### src/rtl/hist_pkg.sv
// Shared histogram-equalisation constants, load-state encoding and scaling helper.
// Also imported by the histogram builder for its median threshold.
package hist_pkg;

  localparam int unsigned BINS       = 256;
  localparam int unsigned BIN_W      = 8;
  localparam int unsigned CUM_W      = 20;
  localparam int unsigned PIX_W      = 12;
  localparam int unsigned EQ_W       = 8;
  localparam int unsigned TOTAL_PIX  = 384000;
  localparam int unsigned MEDIAN_THR = TOTAL_PIX / 2;
  localparam int unsigned SCALE_MUL  = 11142;
  localparam int unsigned SCALE_SH   = 24;
  localparam int unsigned PROD_W     = 36;
  localparam int unsigned CNT_W      = 9;
  localparam int unsigned CNT_MAX    = (1 << CNT_W) - 1;
  localparam int unsigned ST_W       = 2;

  typedef enum logic [ST_W-1:0] {
    LD_IDLE  = 2'd0,
    LD_FILL  = 2'd1,
    LD_DRAIN = 2'd2,
    LD_READY = 2'd3
  } ld_state_e;

  // Stage-1 payload of the cumulative-count scaler
  typedef struct packed {
    logic              wen;
    logic [BIN_W-1:0]  addr;
    logic [PROD_W-1:0] prod;
  } ld_stage_t;

  // Fixed-point product to 8-bit equalisation value, saturating at full scale
  function automatic logic [EQ_W-1:0] sat_scale(input logic [PROD_W-1:0] prod);
    logic [PROD_W-1:0] val;
    val = prod >> SCALE_SH;
    if (val > PROD_W'(255)) begin
      return {EQ_W{1'b1}};
    end
    return val[EQ_W-1:0];
  endfunction

endpackage

### src/rtl/hist_eq_mapper_if.sv
// Load and pixel bus of the equalisation mapper: table load, live pixels, status.
interface hist_eq_mapper_if;
  import hist_pkg::*;

  logic              iLd_Wen;
  logic [BIN_W-1:0]  iLd_Addr;
  logic [CUM_W-1:0]  iLd_Data;
  logic              iLd_Done;
  logic              iFval;
  logic              iDval;
  logic [PIX_W-1:0]  iGrey;
  logic [EQ_W-1:0]   oEq;
  logic              oEq_Dval;
  logic              oTblValid;
  logic              oBank;
  logic              oLoadErr;
  logic [ST_W-1:0]   oLdState;

  modport master (
    output iLd_Wen, iLd_Addr, iLd_Data, iLd_Done, iFval, iDval, iGrey,
    input  oEq, oEq_Dval, oTblValid, oBank, oLoadErr, oLdState
  );

  modport slave (
    input  iLd_Wen, iLd_Addr, iLd_Data, iLd_Done, iFval, iDval, iGrey,
    output oEq, oEq_Dval, oTblValid, oBank, oLoadErr, oLdState
  );

endinterface

### src/rtl/hist_eq_lut.sv
// Ping-pong equalisation LUT: two 256x8 banks, one write port to a chosen bank,
// one registered read port from the other; matches the simple dual-port macro.
module hist_eq_lut
  import hist_pkg::*;
(
  input  logic             clk,
  input  logic             rst_n,
  input  logic             wr_en,
  input  logic             wr_bank,
  input  logic [BIN_W-1:0] wr_addr,
  input  logic [EQ_W-1:0]  wr_data,
  input  logic             rd_bank,
  input  logic [BIN_W-1:0] rd_addr,
  output logic [EQ_W-1:0]  rd_data
);

  logic [EQ_W-1:0] bank0_mem [BINS];
  logic [EQ_W-1:0] bank1_mem [BINS];
  logic [EQ_W-1:0] rd_data_q, rd_data_d;

  // Storage is not reset; a table is only read once it has been fully loaded
  always_ff @(posedge clk) begin
    if (wr_en && !wr_bank) begin
      bank0_mem[wr_addr] <= wr_data;
    end
    if (wr_en && wr_bank) begin
      bank1_mem[wr_addr] <= wr_data;
    end
  end

  always_comb begin
    rd_data_d = rd_bank ? bank1_mem[rd_addr] : bank0_mem[rd_addr];
  end

  always_ff @(posedge clk or negedge rst_n) begin
    if (!rst_n) begin
      rd_data_q <= '0;
    end else begin
      rd_data_q <= rd_data_d;
    end
  end

  assign rd_data = rd_data_q;

endmodule

### src/rtl/hist_eq_mapper.sv
// Histogram-equalisation mapper: scales cumulative counts into the inactive LUT bank
// during blanking, swaps banks at frame start and maps live grey pixels through it.
module hist_eq_mapper
  import hist_pkg::*;
(
  input  logic            iPclk,
  input  logic            iRst_n,
  hist_eq_mapper_if.slave bus
);

  ld_stage_t        ld_q, ld_d;
  ld_state_e        state_q, state_d;
  logic [CNT_W-1:0] cnt_q, cnt_d, cnt_inc;
  logic             drain_q, drain_d;
  logic             bank_q, bank_d;
  logic             tbl_valid_q, tbl_valid_d;
  logic             load_err_q, load_err_d;
  logic             fval_prev_q, fval_prev_d;
  logic             fval_rise;

  logic [BIN_W-1:0] bin_q, bin_d;
  logic             pix_dv_q, pix_dv_d;
  logic             bypass_q, bypass_d;
  logic [EQ_W-1:0]  eq_q, eq_d;
  logic             eq_dval_q, eq_dval_d;

  logic [BIN_W-1:0] grey_bin;
  logic [EQ_W-1:0]  lut_wr_data;
  logic [EQ_W-1:0]  lut_rd_data;
  logic             unused_grey_lsb;

  assign grey_bin        = bus.iGrey[PIX_W-1 -: BIN_W];
  assign unused_grey_lsb = ^bus.iGrey[PIX_W-BIN_W-1:0];
  assign fval_rise       = bus.iFval && !fval_prev_q;

  // Scaler stage 1: entries arriving while draining are dropped
  always_comb begin
    ld_d      = '0;
    ld_d.wen  = bus.iLd_Wen && (state_q != LD_DRAIN);
    ld_d.addr = bus.iLd_Addr;
    ld_d.prod = PROD_W'(bus.iLd_Data) * PROD_W'(SCALE_MUL);
  end

  // Scaler stage 2 saturates and writes the bank not being displayed
  assign lut_wr_data = sat_scale(ld_q.prod);

  hist_eq_lut u_lut (
    .clk     (iPclk),
    .rst_n   (iRst_n),
    .wr_en   (ld_q.wen),
    .wr_bank (~bank_q),
    .wr_addr (ld_q.addr),
    .wr_data (lut_wr_data),
    .rd_bank (bank_q),
    .rd_addr (grey_bin),
    .rd_data (lut_rd_data)
  );

  // Load FSM: a write is counted before a coincident Done is judged
  always_comb begin
    state_d     = state_q;
    cnt_d       = cnt_q;
    drain_d     = drain_q;
    bank_d      = bank_q;
    tbl_valid_d = tbl_valid_q;
    load_err_d  = load_err_q;
    fval_prev_d = bus.iFval;
    cnt_inc     = (cnt_q == CNT_W'(CNT_MAX)) ? cnt_q : cnt_q + CNT_W'(1);

    unique case (state_q)
      LD_IDLE, LD_FILL, LD_READY: begin
        if (bus.iLd_Wen) begin
          state_d = LD_FILL;
          cnt_d   = (state_q == LD_FILL) ? cnt_inc : CNT_W'(1);
        end else if ((state_q == LD_READY) && fval_rise) begin
          bank_d      = ~bank_q;
          tbl_valid_d = 1'b1;
          state_d     = LD_IDLE;
          cnt_d       = '0;
        end
        if (bus.iLd_Done && ((state_q != LD_READY) || bus.iLd_Wen)) begin
          if (cnt_d == CNT_W'(BINS)) begin
            state_d    = LD_DRAIN;
            drain_d    = 1'b0;
            load_err_d = 1'b0;
          end else begin
            state_d    = LD_IDLE;
            load_err_d = 1'b1;
            cnt_d      = '0;
          end
        end
      end
      LD_DRAIN: begin
        if (bus.iLd_Wen) begin
          state_d    = LD_IDLE;
          load_err_d = 1'b1;
          cnt_d      = '0;
        end else if (drain_q) begin
          state_d = LD_READY;
        end else begin
          drain_d = 1'b1;
        end
      end
    endcase
  end

  // Pixel path: bin/bank/valid in cycle 1, LUT result or bypass into oEq in cycle 2
  always_comb begin
    bin_d     = grey_bin;
    pix_dv_d  = bus.iDval && bus.iFval;
    bypass_d  = !tbl_valid_q;
    eq_d      = eq_q;
    eq_dval_d = pix_dv_q;
    if (pix_dv_q) begin
      eq_d = bypass_q ? bin_q : lut_rd_data;
    end
  end

  always_ff @(posedge iPclk or negedge iRst_n) begin
    if (!iRst_n) begin
      ld_q        <= '0;
      state_q     <= LD_IDLE;
      cnt_q       <= '0;
      drain_q     <= 1'b0;
      bank_q      <= 1'b0;
      tbl_valid_q <= 1'b0;
      load_err_q  <= 1'b0;
      fval_prev_q <= 1'b0;
      bin_q       <= '0;
      pix_dv_q    <= 1'b0;
      bypass_q    <= 1'b1;
      eq_q        <= '0;
      eq_dval_q   <= 1'b0;
    end else begin
      ld_q        <= ld_d;
      state_q     <= state_d;
      cnt_q       <= cnt_d;
      drain_q     <= drain_d;
      bank_q      <= bank_d;
      tbl_valid_q <= tbl_valid_d;
      load_err_q  <= load_err_d;
      fval_prev_q <= fval_prev_d;
      bin_q       <= bin_d;
      pix_dv_q    <= pix_dv_d;
      bypass_q    <= bypass_d;
      eq_q        <= eq_d;
      eq_dval_q   <= eq_dval_d;
    end
  end

  assign bus.oEq       = eq_q;
  assign bus.oEq_Dval  = eq_dval_q;
  assign bus.oTblValid = tbl_valid_q;
  assign bus.oBank     = bank_q;
  assign bus.oLoadErr  = load_err_q;
  assign bus.oLdState  = state_q;

endmodule

### src/flat_wrapper.sv
// flat-port wrapper written by rule: the top's interface ports become plain ports
module hist_eq_mapper_flat import hist_pkg::*;
  (iPclk, iRst_n, bus_iLd_Wen, bus_iLd_Addr, bus_iLd_Data, bus_iLd_Done, bus_iFval, bus_iDval, bus_iGrey, bus_oEq, bus_oEq_Dval, bus_oTblValid, bus_oBank, bus_oLoadErr, bus_oLdState);
  hist_eq_mapper_if bus_i ();
  input  logic iPclk;
  input  logic iRst_n;
  input wire logic [$bits(bus_i.iLd_Wen)-1:0] bus_iLd_Wen;
  input wire logic [$bits(bus_i.iLd_Addr)-1:0] bus_iLd_Addr;
  input wire logic [$bits(bus_i.iLd_Data)-1:0] bus_iLd_Data;
  input wire logic [$bits(bus_i.iLd_Done)-1:0] bus_iLd_Done;
  input wire logic [$bits(bus_i.iFval)-1:0] bus_iFval;
  input wire logic [$bits(bus_i.iDval)-1:0] bus_iDval;
  input wire logic [$bits(bus_i.iGrey)-1:0] bus_iGrey;
  output wire logic [$bits(bus_i.oEq)-1:0] bus_oEq;
  output wire logic [$bits(bus_i.oEq_Dval)-1:0] bus_oEq_Dval;
  output wire logic [$bits(bus_i.oTblValid)-1:0] bus_oTblValid;
  output wire logic [$bits(bus_i.oBank)-1:0] bus_oBank;
  output wire logic [$bits(bus_i.oLoadErr)-1:0] bus_oLoadErr;
  output wire logic [$bits(bus_i.oLdState)-1:0] bus_oLdState;
  assign bus_i.iLd_Wen = bus_iLd_Wen;
  assign bus_i.iLd_Addr = bus_iLd_Addr;
  assign bus_i.iLd_Data = bus_iLd_Data;
  assign bus_i.iLd_Done = bus_iLd_Done;
  assign bus_i.iFval = bus_iFval;
  assign bus_i.iDval = bus_iDval;
  assign bus_i.iGrey = bus_iGrey;
  assign bus_oEq = bus_i.oEq;
  assign bus_oEq_Dval = bus_i.oEq_Dval;
  assign bus_oTblValid = bus_i.oTblValid;
  assign bus_oBank = bus_i.oBank;
  assign bus_oLoadErr = bus_i.oLoadErr;
  assign bus_oLdState = bus_i.oLdState;
  hist_eq_mapper u_core (.iPclk(iPclk), .iRst_n(iRst_n), .bus(bus_i));
endmodule
### config.mk
export PLATFORM = sky130hd
export DESIGN_NAME = hist_eq_mapper_flat
export DESIGN_NICKNAME = d
export VERILOG_FILES = /design/src/rtl/hist_pkg.sv /design/src/rtl/hist_eq_mapper_if.sv /design/src/rtl/hist_eq_lut.sv /design/src/rtl/hist_eq_mapper.sv /design/src/flat_wrapper.sv
export SDC_FILE = /design/constraint.sdc
export NUM_CORES = 2
export LEC_CHECK = 0
export CORE_UTILIZATION = 30
export CTS_CLUSTER_DIAMETER = 80
export DETAILED_ROUTE_END_ITERATION = 7
export GPL_TIMING_DRIVEN = 0
export SLEW_MARGIN = 20
export SYNTH_ARGS = -nofsm -noshare
export SYNTH_HDL_FRONTEND = slang
export SYNTH_HIERARCHICAL = 1
export SYNTH_SLANG_ARGS = --single-unit
### constraint.sdc
create_clock -name iPclk -period 13.7 [get_ports iPclk]
set_clock_uncertainty 0.1 [all_clocks]
set_input_delay 2.055 -clock iPclk [delete_from_list [all_inputs] [get_ports iPclk]]
set_output_delay 2.055 -clock iPclk [all_outputs]
set_load 0.01 [all_outputs]
* Word-level counts from Yosys, hierarchy flattened
Memory sizes are Yosys's and may differ from the RTL's. Cells that the tools add are included.
Storage, ports and cells: bits in registers 85, word-level logic and storage cells 85, output and inout port bits 14, memories 2, RAM bits 4096, bits of input ports 46
Cells by class: bitwise operators 2, eq/ne operators 13, $add $sub $neg 1, reductions and logical operators 16, $lt $le $gt $ge 1, multiply operators 1, muxes and demuxes 33
Memory list:
- u_core.u_lut.bank0_mem | depth 256, width 8, read ports 1, clocked after Yosys merged registers in 0, write ports 1, line hist_eq_lut.sv:17 | logic [EQ_W-1:0] bank0_mem [BINS];
- u_core.u_lut.bank1_mem | depth 256, width 8, read ports 1, clocked after Yosys merged registers in 0, write ports 1, line hist_eq_lut.sv:18 | logic [EQ_W-1:0] bank1_mem [BINS];
Operators with widths (number):
- $mux W9 | 8
- $mul A20 B13 Y33 const B | 1
- $mux W8 | 4
- $eq A9 B9 Y1 const B | 2
- $pmux W9 S2 | 1
- $mux W2 | 6
- $mux W1 | 11
- $gt A10 B8 Y1 const B | 1
- $add A9 B1 Y9 const B | 1
- $ne A2 B2 Y1 const B | 4
- $logic_and A1 B1 Y1 | 7
- $reduce_and A3 Y1 | 2
- $eq A2 B2 Y1 const B | 2
- $ne A2 B1 Y1 const B | 2
- $ne A4 B2 Y1 const B | 1
- $pmux W1 S2 | 2
- $pmux W2 S2 | 1
- $reduce_and A2 Y1 | 2
- $ne A3 B2 Y1 const B | 1
- $reduce_or A3 Y1 | 1
- $eq A2 B1 Y1 const B | 1
- $logic_not A1 Y1 | 2
- $logic_not A2 Y1 | 1
- $not A1 Y1 | 2
- $logic_or A1 B1 Y1 | 1

* Depth between registers and ports, before layout
depth after elaboration 10, mapped depth 16

* By module
Netlist, hierarchy kept.
Modules (own cells, without submodules):
- hist_eq_lut | seq. area each 123198.2 µm², area each 160054.8 µm², instances 1, cells each 8042
- hist_eq_mapper | seq. area each 1352.5 µm², area each 6580.1 µm², instances 1, cells each 662

* Worst setup path after synthesis
No wires, ideal clock.
path kind register -> register, start register u_core/ld_q[32] (netlist name), end memory u_core.u_lut.bank0_mem[0][0] (data pin), arrival time 6.469 ns, setup time 1.460 ns, path buffers 0, setup slack 5.671 ns, cell stages (with the launch flop) 2, path through dfrtp_1 or3_1
On the way: longest elaborated chain between the ends 3
RTL lines:
- start, declared | line hist_eq_mapper.sv:11 | ld_stage_t ld_q, ld_d;
- start signal, assigned | line hist_eq_mapper.sv:135 | ld_q <= ld_d;
- $gt A10 B8 Y1 | line hist_pkg.sv:37 | if (val > PROD_W'(255)) begin
- $mux W1 | line hist_pkg.sv:37
- $mux W8 | line hist_pkg.sv:40 | return val[EQ_W-1:0];
- net u_core.lut_wr_data[0] | line hist_eq_mapper.sv:28 | logic [EQ_W-1:0] lut_wr_data;
- end, declared | line hist_eq_lut.sv:17
The timed path passes the listed nets, and every way through them passes these cells.

* Final worst setup path
start input bus_iGrey[9], end register u_core.u_lut.rd_data_q[5] (netlist: u_core/u_lut/rd_data[5])
On the way: longest elaborated chain between the ends 2
RTL lines:
- start, declared | line flat_wrapper.sv:13 | input wire logic [$bits(bus_i.iGrey)-1:0] bus_iGrey;
- $mem_v2 Z256 W8 (on tied branches)
- $mux W8 * | line hist_eq_lut.sv:32 | rd_data_d = rd_bank ? bank1_mem[rd_addr] : bank0_mem[rd_addr];
- net u_core.u_lut.rd_data_d[5] | line hist_eq_lut.sv:19 | logic [EQ_W-1:0] rd_data_q, rd_data_d;
- end signal, assigned | line hist_eq_lut.sv:39 | rd_data_q <= rd_data_d;
- end, declared | line hist_eq_lut.sv:19
Mark *: on every way through the listed nets, which the timed path passes. The rest lies on a longest branch. A chain may end at the register's enable or synchronous reset.

==> summary.txt <==
status - finished, violations left
failing checks - capacitance limit
endpoints failing hold - 0
CTS root buffer - clkbuf_16
sum of negative setup slack - 0 ps
Area Overhead vs Synth - 16.2%
CP max stage delay - 1010 ps
WP buf/inv - 3
Post-DP HPWL - 454 mm
GPL Wtd Cong - 1.01
Via density - 5.74
Crit path max-delay family - simple AND/OR/NAND/NOR gates
Placeable Area - 0.553 mm2
Slew HR - 2.06%
slowest CP cell - clkbuf_1
dpl ws - 6130 ps
Detailed Routing Iterations Pass 1 - 8
Synth Instances - 8704
hold path start - u_core/bus.oTblValid$_DFFE_PN0P_
Final Core Density - 35.0%
first-pass GRT wire length - 824 mm
Critical Path RT - 14480 ps
Hold Path Depth - 1
Final WS setup - 6710 ps
total CTS buffers - 415
ys flop type - edfxtp_1
peak supply drop - 0.000150 V
Yosys cell types - 74
# clock sinks - 4158
die footprint - 0.558 mm2
TritonCTS clock tree - yes
initial antenna violation count - 63
mapped cell area - 0.167 mm2
max_cap viols - 1
most common cell after layout, fill and taps aside - edfxtp_1
post-CTS resize count - 0
fillers - 51200
most frequent cells in the layout - edfxtp_1, mux2i_1, mux4_2
DR vias - 97600
unrepaired setup endpoints after global routing - no
Seq/Total Area, Yosys - 74.7%
# setup viols final - 0
launching point of the worst reg2reg path - u_core/bus.oBank$_DFFE_PN0P_
reg2reg path depth - 7
CTS clk-pin slew, worst paths - 60 ps
number of synthesized flops with an enable pin - 4096
Post-Syn Nets - 8948
Worst setup SP type - input port
critical path depth - 9
drt wl/cell - 37.1 um
YS warnings - 6
die height - 747 um
CP endpoint kind - flip-flop
hold slack final - 363 ps
number of remaining DRC errors - 0
type of the worst setup path - in -> reg
CP Cell Sequence - clkdlybuf4s50_1 > buf_2 > nor2b_1 > and2_1 > clkbuf_1 > o21ai_0 > nand4_1 > nand2_1 > o2111a_1
Post-DRT Antenna Nets - 0
total global routing overflow - 0
final worst path period share - 51.0%
worst setup path start - bus_iGrey[9]
synthesized area per cell - 19.1 um2
hold buffers post-CTS - 0
fmax - 143 MHz
vias in the first global route - 90600
num rows - 273
Pwr Density - 166 mW/mm2
ys async rst share - 1.49%
total power draw - 32.1 mW
Routed WL - 632 mm
I/O Buffers - 55
Yosys reg bits - 4158
layout net count - 9582
worst hold path type - reg -> reg
Leakage - 67.0 nW
largest net degree at the start of global routing - 73
final slew viol count - 0
IO Pins - 60
clock latency on the worst-skew pair - 1020 ps
Worst Path Max Fanout - 10
total track usage - 21.8%
Die Wd - 747 um
Slew @ Worst Pin - 1460 ps
CP arrival - 7760 ps
Initial DRC Count - 18100
clock buffer depth - 4
H-tree Lvls - 5
layout cells sized above 1 - 18.8%
Initial Util - 30.1%
crit path time final - 6990 ps
postcts setup bufs - 0
-- registers in the layout, summed over array words and instances (netlist names) --
name / cells
u_core/bus.oBank: 1
u_core/bin_q: 8
u_core/u_lut/rd_data: 8
u_core/fval_prev_q: 1
u_core/drain_q: 1
u_core/u_lut/bank1_mem: 2048
u_core/eq_dval_d: 1
u_core/cnt_q: 9
u_core/bus.oLoadErr: 1
u_core/bus.oLdState: 2
u_core/u_lut/bank0_mem: 2048
u_core/bypass_q: 1
u_core/bus.oEq_Dval: 1
u_core/bus.oTblValid: 1
u_core/bus.oEq: 8
u_core/ld_q: 19
-- per-layer routing --
layer / track usage (%) / share of wire (%) / vias to the layer above
li1: - / - / 37100
met1: 27.6 / 36 / 51300
met2: 31.3 / 42 / 7664
met3: 7.92 / 14 / 1549
met4: 14.3 / 7.9 / 32
met5: 0.629 / 0.13 / -
-- cell usage after synthesis, types with 6 or more instances --
cell type | n | area (um2)
edfxtp_1 | 4096 | 123000
mux2i_1 | 806 | 8070
mux4_2 | 654 | 14700
nor2_1 | 622 | 2330
o221ai_1 | 370 | 3240
clkbuf_1 | 277 | 1040
a21oi_1 | 226 | 1130
o22ai_1 | 166 | 1040
inv_1 | 156 | 586
o21ai_0 | 136 | 681
ha_1 | 120 | 1500
nor3_1 | 115 | 576
nand2_1 | 110 | 413
fa_1 | 78 | 1560
nand3_1 | 74 | 370
buf_4 | 68 | 510
buf_6 | 67 | 754
a22oi_1 | 62 | 465
dfrtp_1 | 61 | 1530
buf_2 | 56 | 280
nand4_1 | 51 | 319
buf_1 | 43 | 161
nor4_1 | 40 | 250
and2_1 | 24 | 150
a211oi_1 | 21 | 158
or3_1 | 15 | 93.8
o31ai_1 | 14 | 105
nor2b_1 | 13 | 81.3
buf_8 | 10 | 150
o2111a_1 | 10 | 113
a21o_1 | 9 | 67.6
a22o_1 | 9 | 78.8
nand2b_1 | 8 | 50.1
o211ai_1 | 8 | 60.1
o311ai_0 | 7 | 61.3
o41ai_1 | 7 | 61.3
a211o_1 | 6 | 52.6
xnor2_1 | 6 | 52.6
-- cell families after synthesis --
| kind of cell | share of synthesized area (%) |
|---|---|
| flip-flops | 74.7 |
| multiplexers | 13.7 |
| AND/OR/NAND/NOR | 2.94 |
| AO/OA/AOI/OAI | 4.59 |
| buffers and inverters | 2.15 |
| adder cells (fa/ha/maj) | 1.84 |
| XOR/XNOR | 0.0526 |
-- report_power, final --
| group | internal (mW) | leakage [nW] | total [mW] | switching [mW] |
|---|---|---|---|---|
| sequential | 15.9 | 42.7 | 15.9 | 0.0202 |
| combinational | 1.28 | 18.0 | 5.13 | 3.84 |
| clock | 6.11 | 6.37 | 11.1 | 5.02 |
-- path summary, 6_finish.rpt --
path                                                            end  slack [ps]
max reg2reg                u_core/u_lut/bank0_mem[186][6]$_DFFE_PP_        7720
max                               u_core/u_lut/rd_data[5]$_DFF_PN0_        6710
min in group asynchronous             u_core/bus.oEq_Dval$_DFF_PN0_         810
min reg2reg                               u_core/bypass_q$_DFF_PN1_         360
min                                       u_core/bypass_q$_DFF_PN1_         360
max in group asynchronous                 u_core/ld_q[36]$_DFF_PN0_       12000
-- layout make-up --
| class | count | area (um2) | area share (%) |
|---|---|---|---|
| tap | 7287 | 9120 | 4.71 |
| timing repair buffer | 217 | 4220 | 2.18 |
| buffer | 526 | 3230 | 1.67 |
| sequential | 4158 | 125000 | 64.3 |
| inverter | 157 | 589 | 0.304 |
| clock inverter | 262 | 2430 | 1.25 |
| clock buffer | 497 | 10700 | 5.53 |
| antenna | 51 | 128 | 0.0659 |
| multi-input combinational | 3863 | 38700 | 20.0 |
-- worst register-to-register path, delay by kind of cell (launching register included) --
kind | cells | cell delay, ps
and+or+nand+nor | 3 | 2630
buffers and inverters | 4 | 1970
DFF | 1 | 840
-- metrics by stage --
step / cell area (um2) / instances
detailed placement: 180000 / 16200
global route: 194000 / 17000
finish: 194000 / 17000
floorplan: 167000 / 8704
CTS: 194000 / 17000
global placement: 176000 / 16000
No activity file was read; power rests on OpenSTA's default activity.
